## src/rtl/serial_adder_pkg.sv

```systemverilog
// rtl/serial_adder_pkg.sv - shared FSM encodings and default width for the serial adder
package serial_adder_pkg;

    localparam int DEFAULT_WIDTH = 8;

    typedef enum logic [1:0] {
        IDLE = 2'd0,
        RUN  = 2'd1,
        DONE = 2'd2
    } sa_state_t;

endpackage

```

## src/rtl/full_adder_bit.sv

```systemverilog
// rtl/full_adder_bit.sv - combinational single-bit full adder
module full_adder_bit (
    input  logic a,
    input  logic b,
    input  logic carryin,
    output logic sum,
    output logic carryout
);

    assign sum      = a ^ b ^ carryin;
    assign carryout = (a & b) | (carryin & (a ^ b));

endmodule

```

## src/rtl/serial_adder_ctrl.sv

```systemverilog
// rtl/serial_adder_ctrl.sv - bit-serial adder, one bit per cycle LSB first, valid/ready handshakes
module serial_adder_ctrl
    import serial_adder_pkg::*;
#(
    parameter int WIDTH = DEFAULT_WIDTH
) (
    input  logic             clk,
    input  logic             reset_n,
    input  logic             start_valid,
    output logic             start_ready,
    input  logic [WIDTH-1:0] a,
    input  logic [WIDTH-1:0] b,
    input  logic             carryin,
    output logic             result_valid,
    input  logic             result_ready,
    output logic [WIDTH-1:0] sum,
    output logic             carryout,
    output logic             overflow,
    output logic             busy
);

    localparam int IW = (WIDTH > 1) ? $clog2(WIDTH) : 1;
    localparam logic [IW-1:0] LAST_IDX = IW'(WIDTH - 1);

    sa_state_t state, next_state;

    logic [WIDTH-1:0] a_q, b_q, sum_q;
    logic [IW-1:0]    idx_q;
    logic             carry_q, carryout_q, overflow_q;
    logic             fa_sum, fa_co;
    logic             last_bit;

    assign last_bit = (idx_q == LAST_IDX);

    full_adder_bit u_fa (
        .a        (a_q[idx_q]),
        .b        (b_q[idx_q]),
        .carryin  (carry_q),
        .sum      (fa_sum),
        .carryout (fa_co)
    );

    always_ff @(posedge clk or negedge reset_n) begin
        if (!reset_n) begin
            state <= IDLE;
        end else begin
            state <= next_state;
        end
    end

    always_comb begin
        next_state   = state;
        start_ready  = 1'b0;
        busy         = 1'b0;
        result_valid = 1'b0;
        case (state)
            IDLE: begin
                start_ready = 1'b1;
                if (start_valid) next_state = RUN;
            end
            RUN: begin
                busy = 1'b1;
                if (last_bit) next_state = DONE;
            end
            DONE: begin
                result_valid = 1'b1;
                if (result_ready) next_state = IDLE;
            end
            default: next_state = IDLE;
        endcase
    end

    // Sum bits are overwritten in place, so the previous result stays visible until bit 0 of the next run.
    always_ff @(posedge clk or negedge reset_n) begin
        if (!reset_n) begin
            a_q        <= '0;
            b_q        <= '0;
            sum_q      <= '0;
            idx_q      <= '0;
            carry_q    <= 1'b0;
            carryout_q <= 1'b0;
            overflow_q <= 1'b0;
        end else begin
            case (state)
                IDLE: begin
                    if (start_valid) begin
                        a_q     <= a;
                        b_q     <= b;
                        carry_q <= carryin;
                        idx_q   <= '0;
                    end
                end
                RUN: begin
                    sum_q[idx_q] <= fa_sum;
                    carry_q      <= fa_co;
                    if (last_bit) begin
                        carryout_q <= fa_co;
                        overflow_q <= carry_q ^ fa_co;
                    end else begin
                        idx_q <= idx_q + IW'(1);
                    end
                end
                default: ;
            endcase
        end
    end

    assign sum      = sum_q;
    assign carryout = carryout_q;
    assign overflow = overflow_q;

endmodule

```

## config.mk

```make
export PLATFORM = sky130hd
export DESIGN_NAME = serial_adder_ctrl
export DESIGN_NICKNAME = d
export VERILOG_FILES = /design/src/rtl/serial_adder_pkg.sv /design/src/rtl/full_adder_bit.sv /design/src/rtl/serial_adder_ctrl.sv
export SDC_FILE = /design/constraint.sdc
export NUM_CORES = 1
export LEC_CHECK = 0
export ABC_AREA = 1
export CORE_MARGIN = 4
export CORE_UTILIZATION = 36
export DETAILED_ROUTE_END_ITERATION = 8
export DONT_BUFFER_PORTS = 1
export PLACE_DENSITY = 0.63
export SLEW_MARGIN = 20
export SYNTH_ARGS = -nofsm -noshare
export SYNTH_HDL_FRONTEND = slang
export SYNTH_SLANG_ARGS = --single-unit
```

## constraint.sdc

```tcl
create_clock -name clk -period 1.8 [get_ports clk]
set_clock_uncertainty 0.1 [all_clocks]
set_input_delay 0.36 -clock clk [delete_from_list [all_inputs] [get_ports clk]]
set_output_delay 0.36 -clock clk [all_outputs]
set_load 0.005 [all_outputs]
```

After elaboration in Yosys (flattened, before gate mapping) --
Cells that the tools add are included.
Storage, ports and cells: flip-flop bits (word level) 32, output and inout bits 13, word-level logic and storage cells 51
Operators by class: $add $sub $neg 1, magnitude comparators 2, eq/ne operators 7, muxes and demuxes 19, bitwise gates (word level) 6, reduce and logical (&&, ||, !) cells 8
Operators by type and width (number):
- $bwmux W8 | 1
- $ne A2 B2 Y1 const B | 4
- $mux W1 | 7
- $bmux W1 S3 | 2
- $mux W2 | 3
- $mux W3 | 2
- $pmux W2 S3 | 1
- $pmux W3 S2 | 1
- $reduce_and A2 Y1 | 3
- $reduce_and A3 Y1 | 2
- $lt A3 B4 Y1 const B | 1
- $add A3 B1 Y3 const B | 1
- $demux W1 S3 | 1
- $eq A3 B3 Y1 const B | 1
- $ge A3 B1 Y1 const B | 1
- $xor A1 B1 Y1 | 3
- $and A1 B1 Y1 | 2
- $eq A2 B1 Y1 const B | 1
- $eq A2 B2 Y1 const B | 1
- $logic_not A2 Y1 | 1
- $pmux W1 S2 | 1
- $reduce_bool A2 Y1 | 1
- $logic_and A1 B1 Y1 | 1
- $or A1 B1 Y1 | 1

Depth between registers and ports, before layout --
depth after elaboration 6, mapped depth 11, mapped depth without buffers 11

Cells and area by module --
Synthesis repeated with hierarchy kept, for this count alone.
Second synthesis, totals: cell total of the unflattened synthesis 198, area total of the unflattened synthesis 1671.6 um^2
Modules (own cells, without submodules):
- serial_adder_ctrl | times used 1, cells each 197, area each 1651.6 um^2
- full_adder_bit | times used 1, cells each 1, area each 20.0 um^2

Least setup slack after synthesis --
OpenSTA, ideal clock, no wires.
path kind flip-flop to flip-flop, start reg idx_q[1], end reg sum_q[0] (netlist: sum[0]), library setup time 0.117 ns, data arrival time 1.653 ns, setup slack -0.070 ns, stages on the path, launching flop included 10, clock period less this slack 1.870 ns, path through dfrtp_1 nor2_1 nand3_1 nand2_1 inv_1 nand2_1 fa_1 clkbuf_1 nand3_1 nand2_1
On the way: cells in the longest elaborated chain, start to end 5, elaborated cells on any way between the ends 12, classes of those cells 2 x order compare; 7 x mux; 2 x bitwise; 1 x reduce/logical
Ends and longest elaborated chain:
- start, declared | RTL line serial_adder_ctrl.sv:28 | logic [IW-1:0] idx_q;
- start signal, assigned | RTL line serial_adder_ctrl.sv:100 | idx_q <= idx_q + IW'(1);
- $bmux W1 S3, on equally long branches | RTL line serial_adder_ctrl.sv:36, serial_adder_ctrl.sv:37
- $mux W1, on equally long branches | RTL line serial_adder_ctrl.sv:36, serial_adder_ctrl.sv:37
- $xor A1 B1 Y1 (*) (2 in a row) | RTL line full_adder_bit.sv:10 | assign sum = a ^ b ^ carryin;
- net fa_sum | RTL line serial_adder_ctrl.sv:30 | logic fa_sum, fa_co;
- $bwmux W8 (*) | RTL line serial_adder_ctrl.sv:94 | sum_q[idx_q] <= fa_sum;
- end signal, assigned by index | RTL line serial_adder_ctrl.sv:94
- end, declared | RTL line serial_adder_ctrl.sv:27 | logic [WIDTH-1:0] a_q, b_q, sum_q;
The timed path passes the listed nets; every way through them passes the cells marked *. The select of a mux whose other input is x is not followed. A chain may end at the register's enable or synchronous reset.

Worst setup path in the final report --
start reg idx_q[2], end reg sum_q[4] (netlist: sum[4])
Same word-level chain as after synthesis.

==> out/qor.txt <==
Root Buffer - clkbuf_8
library cells used by synthesis - 19
Adder-Cell Fraction of Synth Area - 2.87%
vias in the first global route - 1229
setup TNS - -0.00803 ns
Post-Synthesis Net Count - 225
Worst Path Max Fanout - 8
most common cell after layout, fill and taps aside - nand2_1
1st-iter DRT viols - 51
I/O Buffers - 0
Worst-Skew Late Latency - 0.28 ns
crit path kind - reg2reg
synth top area cells - dfrtp_1 (51%), nand2_1 (15%), inv_1 (6.7%)
per-cell routed wire length - 12.1 um
most frequent cells in the layout - nand2_1 (58), dfrtp_1 (30), inv_1 (23), nor2_1 (19), nand3_1 (17)
share of layout cells above drive strength 1 - 19.9%
Final Critical Period - 1.81 ns
Synth Area in Compound Gates - 6.54%
RePlAce Congestion - 0.845
Clock transition at path regs - 0.07 ns
vias - 1224
Highest Signal Layer - met4
Buf/Inv on CP - 2
CTS sink cnt - 32
starting density of the core - 38.1%
GRT Resource Usage Total - 13.5%
Worst Setup SP - idx_q[2]
# nets final - 239
Fmax - 0.554 GHz
Syn Area/Cell - 7.81 sq um
footprint of the multi-input gates - 658 sq um
worst slew pin tran - 0.348 ns
hold_sp - result_ready
initial antenna violation count - 0
CTS HTree Levels - 2
failing checks - setup timing
WL met1 - 1460 um
Synth Area in Simple Gates - 28.8%
Die X - 74.0 um
number of max-cap violations - 0
outcome - finished, violations left
PD cells - 1900 nW/um^2
Crit path max-delay family - adder cells
Cell Rows - 23
Die Height - 74.0 um
Logic pwr share - 48.3%
main combinational cell family by area after synthesis - simple AND/OR/NAND/NOR gates
r2r setup slk - -0.005 ns
drt total wl - 3220 um
Hold WC Path Type - in2reg
core area - 4120 sq um
clock network power share - 16.0%
sequential area share after synthesis - 51.0%
period utilization - 100%
met2 wire len - 1500 um
Filler Cells Inserted - 412
post-synthesis cell count - 201
CTS buffer count - 5
Congestion Overflow GR - 0
CTS Buffer Depth - 2
DRC viols - 0
CTS tree - built
Final WS setup - -0.00530 ns
max-slew violations - 0
cell taking the most area after synthesis - dfrtp_1
post-synthesis register bit count - 32
ANT cells - 0
Sw Share - 42.0%
Setup Fix Bufs, Post-CTS - 0
Startpoint Class - register
crit path cell chain - inv_2, nor2_4, nand3_2, nand2_1, inv_2, nand2_2, fa_2, nand3_1, nand2_1
post-route antenna net violation count - 0
Final setup violation count - 3
VDD IR max - 616 uV
P_leak - 0.951 nW
first-pass GRT wire length - 5460 um
share of the synthesized area in the top cell type - 51.0%
mux contribution to synthesized area - 0%
endpoints failing hold - 0
Worst R2R Start - idx_q[2]
die area - 5480 sq um
Layout area overhead - 17.3%
slowest stage delay, CP - 0.63 ns
Synth warnings - 0
area post-placement - 1670 sq um
Flop pwr share - 35.7%
Internal Power - 2.03 mW
Max-slew headroom - 76.8%
Post-Synth XOR/XNOR Area - 0.558%
crit end category - register
critical path's slowest cell - fa_2
Non-Filler Cell Area, Final - 1840 sq um
RSZ-0062 raised after global routing - true
CP arrival - 1.93 ns
register area - 803 sq um
DP Wirelength - 2320 um
sw power - 1.47 mW
largest net degree at the start of global routing - 39
io pins - 34
vias per cell - 4.60
Cell Area, Synth - 1570 sq um
DRT Pass-1 Iters - 4
Worst EP required - 1.92 ns
WL met3 - 221 um
metrics by stage:
stage               utilization [%]  cells  power, mW  hold WS, ns  worst slack [ns]
finish                         44.7    266       3.50       0.0841          -0.00530
global route                   44.7    266       3.88       0.0654            -0.151
CTS                            44.1    266       3.48       0.0719           0.00236
detailed placement             40.7    256       2.81      -0.0345           -0.0673
global placement               40.7    256       2.77      -0.0345           -0.0611
floorplan                         -    201       2.40      -0.0356           0.00289
logic make-up (layout without fill, tap and decap cells):
logic type	Yosys count	after routing
AO/OA/AOI/OAI	20	20
XOR/XNOR	1	1
flip-flops	32	32
buffers and inverters	36	51
AND/OR/NAND/NOR	109	109
adder cells (fa/ha/maj)	3	3
synth_stat cells:
cell	n
a21oi_1	16
buf_2	2
buf_6	3
clkbuf_1	1
clkinv_1	1
dfrtp_1	32
fa_1	1
ha_1	2
inv_1	28
inv_2	1
nand2_1	62
nand2_2	2
nand3_1	20
nor2_1	22
nor2_2	2
nor2_4	1
o21ai_0	3
o31ai_1	1
xnor2_1	1
flip-flops by register name (all words and copies together) (netlist names):
name and cells:
idx_q 3, sum 8, carryout 1, a_q 8, carry_q 1, overflow 1, b_q 8, state 2
path summary, 6_finish.rpt:
| path | cells past startpoint | end |
|---|---|---|
| setup / recovery | 9 | sum[4] |
| hold / removal | 1 | state[1] |
| setup reg to reg | 9 | sum[4] |
| hold reg to reg | 2 | sum[5] |
| max in group asynchronous | 2 | state[1] |
| min in group asynchronous | 2 | sum[2] |
timing repair:
item,in CTS,in global routing
hold buffers,2,0
pin swaps,2,2
endpoints found under the setup margin,9,10
resized for setup,8,11
hold endpoints to repair,32,0
power groups by stage:
stage               Combinational [mW]  Sequential [mW]  Clock, mW
finish                            1.69             1.25      0.562
global route                      1.96             1.30      0.623
CTS                               1.64             1.25      0.589
detailed placement                1.56             1.25          0
global placement                  1.54             1.23          0
floorplan                         1.20             1.20          0
worst register-to-register path: cells and delay by family, from the launching register on:
kind,cells,cell delay [ns]
flip-flops,1,0.47
adder cells (fa/ha/maj),1,0.63
AND/OR/NAND/NOR,6,0.39
buffers and inverters,2,0.14
per-layer routing:
metal	global-route usage, %	vias up
met5	0	-
met2	21.3	36
met3	6.35	4
li1	-	643
met1	16.0	541
met4	5.43	0
cell type report:
cell class,instances,share of cell area [%]
Inverter,30,6.19
Clock buffer,8,4.89
Sequential cell,32,43.6
Tap cell,50,3.40
Timing Repair Buffer,13,6.12
Multi-Input combinational cell,133,35.8
Power figures use the tool's default switching activity.
